**src/rtl/counter_ctrl_pkg.sv**
```systemverilog
// Shared types for the counter sequencer: run modes, FSM states and direction encodings.
package counter_ctrl_pkg;

    typedef enum logic [1:0] {
        ONESHOT_UP   = 2'd0,
        ONESHOT_DOWN = 2'd1,
        FREE_UP      = 2'd2,
        PING_PONG    = 2'd3
    } mode_e;

    typedef enum logic [2:0] {
        IDLE   = 3'd0,
        LOAD_A = 3'd1,
        LOAD_B = 3'd2,
        SETTLE = 3'd3,
        CHECK  = 3'd4,
        STEP   = 3'd5,
        WAIT   = 3'd6
    } state_e;

    localparam logic DIR_UP   = 1'b0;
    localparam logic DIR_DOWN = 1'b1;

endpackage

```
**src/rtl/counter_ctrl_prescale.sv**
```systemverilog
// Loadable down-counter with a zero flag; paces the idle cycles between counter steps.
module counter_ctrl_prescale
    import counter_ctrl_pkg::*;
#(
    parameter int PS_WIDTH = 16
) (
    input  logic                clk,
    input  logic                srst,
    input  logic                load,
    input  logic [PS_WIDTH-1:0] load_value,
    input  logic                dec,
    output logic                zero
);

    logic [PS_WIDTH-1:0] count_reg;

    always_ff @(posedge clk) begin
        if (srst) begin
            count_reg <= '0;
        end else if (load) begin
            count_reg <= load_value;
        end else if (dec && (count_reg != '0)) begin
            count_reg <= count_reg - PS_WIDTH'(1);
        end
    end

    assign zero = (count_reg == '0);

endmodule

```
**src/rtl/counter_seq_ctrl.sv**
```systemverilog
// Run sequencer for the 8-bit up/down counter: one-shot up/down, free-running wrap and
// ping-pong between two limits, using the counter's count output as feedback.
module counter_seq_ctrl
    import counter_ctrl_pkg::*;
#(
    parameter int WIDTH    = 8,
    parameter int PS_WIDTH = 16
) (
    input  logic                aclk,
    input  logic                areset,
    input  logic                start,
    input  logic                stop,
    input  logic [1:0]          mode,
    input  logic [WIDTH-1:0]    lo_limit,
    input  logic [WIDTH-1:0]    hi_limit,
    input  logic [PS_WIDTH-1:0] prescale,
    input  logic [WIDTH-1:0]    count_in,
    output logic                cnt_enable,
    output logic                cnt_inc_dec,
    output logic [WIDTH-1:0]    cnt_start_value,
    output logic                busy,
    output logic                done,
    output logic                cfg_err
);

    state_e              state_reg;
    mode_e               mode_reg;
    logic [WIDTH-1:0]    lo_reg;
    logic [WIDTH-1:0]    hi_reg;
    logic [WIDTH-1:0]    target_reg;
    logic [PS_WIDTH-1:0] prescale_reg;
    logic                dir_reg;

    logic                cnt_enable_reg;
    logic                cnt_inc_dec_reg;
    logic [WIDTH-1:0]    cnt_start_value_reg;
    logic                busy_reg;
    logic                done_reg;
    logic                cfg_err_reg;

    logic                start_down;
    logic [WIDTH-1:0]    start_target;
    logic [WIDTH-1:0]    end_limit;
    logic [PS_WIDTH-1:0] ps_reload;
    logic                ps_zero;

    assign start_down   = (mode_e'(mode) == ONESHOT_DOWN);
    assign start_target = start_down ? hi_limit : lo_limit;
    assign end_limit    = (dir_reg == DIR_UP) ? hi_reg : lo_reg;
    // WAIT always lasts at least one cycle, so prescale=0 and prescale=1 give the same period.
    assign ps_reload    = (prescale_reg == '0) ? '0 : prescale_reg - PS_WIDTH'(1);

    counter_ctrl_prescale #(
        .PS_WIDTH (PS_WIDTH)
    ) u_prescale (
        .clk        (aclk),
        .srst       (areset),
        .load       (state_reg == STEP),
        .load_value (ps_reload),
        .dec        (state_reg == WAIT),
        .zero       (ps_zero)
    );

    always_ff @(posedge aclk) begin
        if (areset) begin
            state_reg           <= IDLE;
            mode_reg            <= ONESHOT_UP;
            lo_reg              <= '0;
            hi_reg              <= '0;
            target_reg          <= '0;
            prescale_reg        <= '0;
            dir_reg             <= DIR_UP;
            cnt_enable_reg      <= 1'b0;
            cnt_inc_dec_reg     <= 1'b0;
            cnt_start_value_reg <= '0;
            busy_reg            <= 1'b0;
            done_reg            <= 1'b0;
            cfg_err_reg         <= 1'b0;
        end else begin
            cnt_enable_reg <= 1'b0;
            done_reg       <= 1'b0;
            cfg_err_reg    <= 1'b0;
            if (stop) begin
                // Abort (or veto a simultaneous start); start value is left as is.
                state_reg <= IDLE;
                busy_reg  <= 1'b0;
            end else begin
                case (state_reg)
                    IDLE: begin
                        if (start) begin
                            if (lo_limit > hi_limit) begin
                                cfg_err_reg <= 1'b1;
                            end else begin
                                mode_reg            <= mode_e'(mode);
                                lo_reg              <= lo_limit;
                                hi_reg              <= hi_limit;
                                prescale_reg        <= prescale;
                                target_reg          <= start_target;
                                dir_reg             <= start_down ? DIR_DOWN : DIR_UP;
                                cnt_start_value_reg <= ~start_target;
                                busy_reg            <= 1'b1;
                                state_reg           <= LOAD_A;
                            end
                        end
                    end
                    // Complement then true value forces the counter to see a change and reload.
                    LOAD_A: begin
                        cnt_start_value_reg <= target_reg;
                        state_reg           <= LOAD_B;
                    end
                    LOAD_B: state_reg <= SETTLE;
                    SETTLE: state_reg <= CHECK;
                    CHECK: begin
                        if (count_in != end_limit) begin
                            cnt_enable_reg  <= 1'b1;
                            cnt_inc_dec_reg <= dir_reg;
                            state_reg       <= STEP;
                        end else begin
                            case (mode_reg)
                                ONESHOT_UP, ONESHOT_DOWN: begin
                                    done_reg  <= 1'b1;
                                    busy_reg  <= 1'b0;
                                    state_reg <= IDLE;
                                end
                                FREE_UP: begin
                                    cnt_start_value_reg <= ~target_reg;
                                    state_reg           <= LOAD_A;
                                end
                                PING_PONG: begin
                                    // With lo==hi there is nowhere to go: hold in CHECK until stop.
                                    if (lo_reg != hi_reg) begin
                                        dir_reg         <= ~dir_reg;
                                        cnt_enable_reg  <= 1'b1;
                                        cnt_inc_dec_reg <= ~dir_reg;
                                        state_reg       <= STEP;
                                    end
                                end
                                default: state_reg <= IDLE;
                            endcase
                        end
                    end
                    STEP: state_reg <= WAIT;
                    WAIT: begin
                        if (ps_zero) begin
                            state_reg <= CHECK;
                        end
                    end
                    default: begin
                        busy_reg  <= 1'b0;
                        state_reg <= IDLE;
                    end
                endcase
            end
        end
    end

    assign cnt_enable      = cnt_enable_reg;
    assign cnt_inc_dec     = cnt_inc_dec_reg;
    assign cnt_start_value = cnt_start_value_reg;
    assign busy            = busy_reg;
    assign done            = done_reg;
    assign cfg_err         = cfg_err_reg;

endmodule
```
**config.mk**
```make
export PLATFORM = sky130hd
export DESIGN_NAME = counter_seq_ctrl
export DESIGN_NICKNAME = d
export VERILOG_FILES = /design/src/rtl/counter_ctrl_pkg.sv /design/src/rtl/counter_ctrl_prescale.sv /design/src/rtl/counter_seq_ctrl.sv
export SDC_FILE = /design/constraint.sdc
export NUM_CORES = 1
export LEC_CHECK = 0
export CAP_MARGIN = 20
export CORE_MARGIN = 5
export CORE_UTILIZATION = 56
export DETAILED_ROUTE_END_ITERATION = 7
export HOLD_SLACK_MARGIN = 0.15
export PLACE_DENSITY_LB_ADDON = 0.08
export SETUP_SLACK_MARGIN = 0.4
export SYNTH_ARGS = -nofsm -noshare
export SYNTH_HDL_FRONTEND = slang
export SYNTH_SLANG_ARGS = --single-unit
```
**constraint.sdc**
```tcl
create_clock -name aclk -period 3.15 [get_ports aclk]
set_input_delay 0.63 -clock aclk [delete_from_list [all_inputs] [get_ports aclk]]
set_output_delay 0.63 -clock aclk [all_outputs]
set_load 0.01 [all_outputs]
```
==> summary.md <==
| Metric | Value |
|---|---|
| Outcome | `completed` |
| Top_reg_cell synth | `dfxtp_1` |
| Netlist cell types | `61` |
| Final setup fails | `0` |
| Layout cells sized above 1 | `7.93%` |
| Async SR Flop Fraction | `0%` |
| Top area cells in the synthesized netlist | `dfxtp_1 (34%), a21oi_1 (7.5%), nand3_1 (4.4%)` |
| Synth Register Bits | `75` |
| Slew Limit Fails | `0` |
| Relative slew slack | `55.3%` |
| Simple-gate share of the synthesized area | `25.0%` |
| Post-synth EDFFs | `0` |
| CTS tree | `done` |
| Initial DRC count | `340` |
| Crit path time final | `2720 ps` |
| Die Ht | `99.1 um` |
| First-pass GRT wire length | `20,400 um` |
| Synth Area in Compound Gates | `24.3%` |
| Dpl ws | `115 ps` |
| GR Overflow Total | `0` |
| Top cell type's share of synthesized area | `33.8%` |
| ANT nets after route | `0` |
| DRT Pass-1 Iters | `5` |
| GR Util All Layers | `25.1%` |
| Vias per cell | `6.21` |
| Syn Std Cell Area | `4440 um2` |
| Seq/Total Area, Yosys | `33.8%` |
| Post-Synthesis Cells | `571` |
| Maximum vdd drop | `0.286 mV` |
| Drt drc | `0` |
| I/O Buffers | `58` |
| CTS buffer count | `9` |
| Via Count | `4,471` |
| Hold Buf Count CTS | `0` |
| PnR worst setup slack | `433 ps` |
| Area added between synthesis and finish | `20.3%` |
| Starting Density | `57.5%` |
| Max-cap violation count | `0` |
| Hold Vio Cnt, Final | `0` |
| Synthesized net count | `629` |
| Setup TNS Final | `0 ps` |
| Worst Max-Slew Pin Slew | `669 ps` |
| Row Count | `32` |
| CTS Buffer Depth | `2` |
| Die area | `9810 um2` |
| Routed len/inst | `17.2 um` |
| GP Congestion | `0.904` |
| Die Wd | `99.1 um` |
| Vias in the first global route | `4,054` |
| Leak | `1.96 nW` |
| Worst skew pair latency | `350 ps` |
| Fin crit share | `86.3%` |
| Post-Syn Area per Cell | `7.78 um2` |
| Worst-path clk slew | `80 ps` |
| # diodes | `0` |
| Post-Synth Adder-Cell Area | `3.38%` |
| Largest net degree at the start of global routing | `44` |
| Total length of routed wires | `12,400 um` |
| Crit. End Element | `register` |
| Initial antenna violation count | `0` |
| Yosys warns | `0` |
| Clock sink count | `75` |
| Core Area | `7730 um2` |
| Setup repair after global routing missed its margin | `yes` |
| Most frequent cells in the layout | `dfxtp_1 (75), a21oi_1 (66), clkdlybuf4s50_1 (57)` |
| Most common cell after layout, fill and taps aside | `dfxtp_1` |
| CTS H-tree lvls | `3` |
| Worst path arrival time | `2990 ps` |
| Cell area power density | `432 nW/um2` |
| HP Class | `register to register` |
| Max Clk Rate | `368 MHz` |
| XOR/XNOR share of the synthesized area | `6.11%` |
| Top fanout value on the critical path | `4` |
| Clock tree root buffer cell | `clkbuf_8` |
| Required @ worst endpoint | `3430 ps` |
| Skew final | `11.8 ps` |
| I/O pin count | `59` |
| Nets | `671` |
| Hpwl dp | `8890 um` |
| Design Power | `0.00231 W` |
| Synth area leader | `dfxtp_1` |
| Mux cell area share after synthesis | `2.53%` |
| Largest family of logic cells by synthesized area | `simple AND/OR/NAND/NOR gates` |
| Worst setup SP type | `primary input` |
| WS Path Type | `primary input to register` |
-- worst paths after layout --
| path | slack [ps] | endpoint | startpoint | cells after the start |
|---|---|---|---|---|
| min | 480 | cnt_start_value[7]$_SDFFE_PP0P_ | cnt_start_value[7]$_SDFFE_PP0P_ | 2 |
| max | 430 | dir_reg$_SDFFE_PP0P_ | hi_limit[1] | 9 |
| max reg2reg | 600 | dir_reg$_SDFFE_PP0P_ | dir_reg$_SDFFE_PP0P_ | 6 |
| min reg2reg | 480 | cnt_start_value[7]$_SDFFE_PP0P_ | cnt_start_value[7]$_SDFFE_PP0P_ | 2 |
-- worst max-delay path, stage by stage --
cell	delay, ps
clkdlybuf4s50_1	480
inv_1	60
ha_1	280
nor2b_1	140
o211ai_1	230
a21oi_2	130
o311a_1	430
or4_1	480
a21oi_1	130
-- through the flow --
step,instance area (um2),hold slack [ps],std cells,util [%]
after floorplan,4440,466,571,-
after global placement,5100,457,703,65.9
after detailed placement,5100,465,703,65.9
after CTS,5310,477,719,68.7
after global routing,5340,513,720,69.2
final,5340,481,720,69.2
-- metal layers --
layer / GRT usage, % / wire [um] / vias up
met5: 0 / 0 / -
met1: 37.6 / 5810 / 2073
met2: 37.1 / 5580 / 193
met4: 6.51 / 121 / 0
li1: - / - / 2189
met3: 4.18 / 890 / 16
-- cell usage after synthesis, drive strengths merged (2+ instances only) --
cell type,n
a211oi,6
a21oi,67
a311oi,2
a31oi,13
a32oi,3
and2,2
and3,3
and3b,2
buf,5
clkbuf,35
dfxtp,75
ha,12
inv,15
mux2,2
mux2i,9
nand2,38
nand2b,3
nand3,39
nand3b,3
nand4,7
nor2,40
nor2b,4
nor3,35
nor3b,2
nor4,13
nor4b,2
o211a,2
o211ai,2
o21a,3
o21ai,46
o221a,4
o221ai,9
o22ai,3
o31ai,4
or2,4
or3,5
or4,7
or4b,2
xnor2,14
xor2,17
-- report_power, final --
group	leakage (nW)	internal, W	switching (W)	total, W
Clock	0.0995	0.000395	0.000386	0.000780
Combinational	1.25	0.000222	0.000284	0.000506
Sequential	0.609	0.000987	0.0000374	0.00102
-- logic make-up after synthesis --
kind of cell / count (synthesis)
AO/OA/AOI/OAI: 175
XOR/XNOR: 31
adder cells (fa/ha/maj): 12
buffers and inverters: 55
flip-flops: 75
multiplexers: 11
AND/OR/NAND/NOR: 212
-- layout make-up --
cell class	count	area, um2
Clock buffer	10	138
Inverter	15	56.3
Sequential cell	75	1500
Timing Repair Buffer	71	686
Multi-Input combinational cell	441	2760
Clock inverter	6	71.3
Tap cell	102	128
Fill cell	664	2380
-- timing repair --
item | CTS | global route
setup endpoints to repair | 0 | 25
gates resized for setup | 0 | 5
setup buffers | 0 | 1
Note: power is estimated with default switching activity, not from simulation.
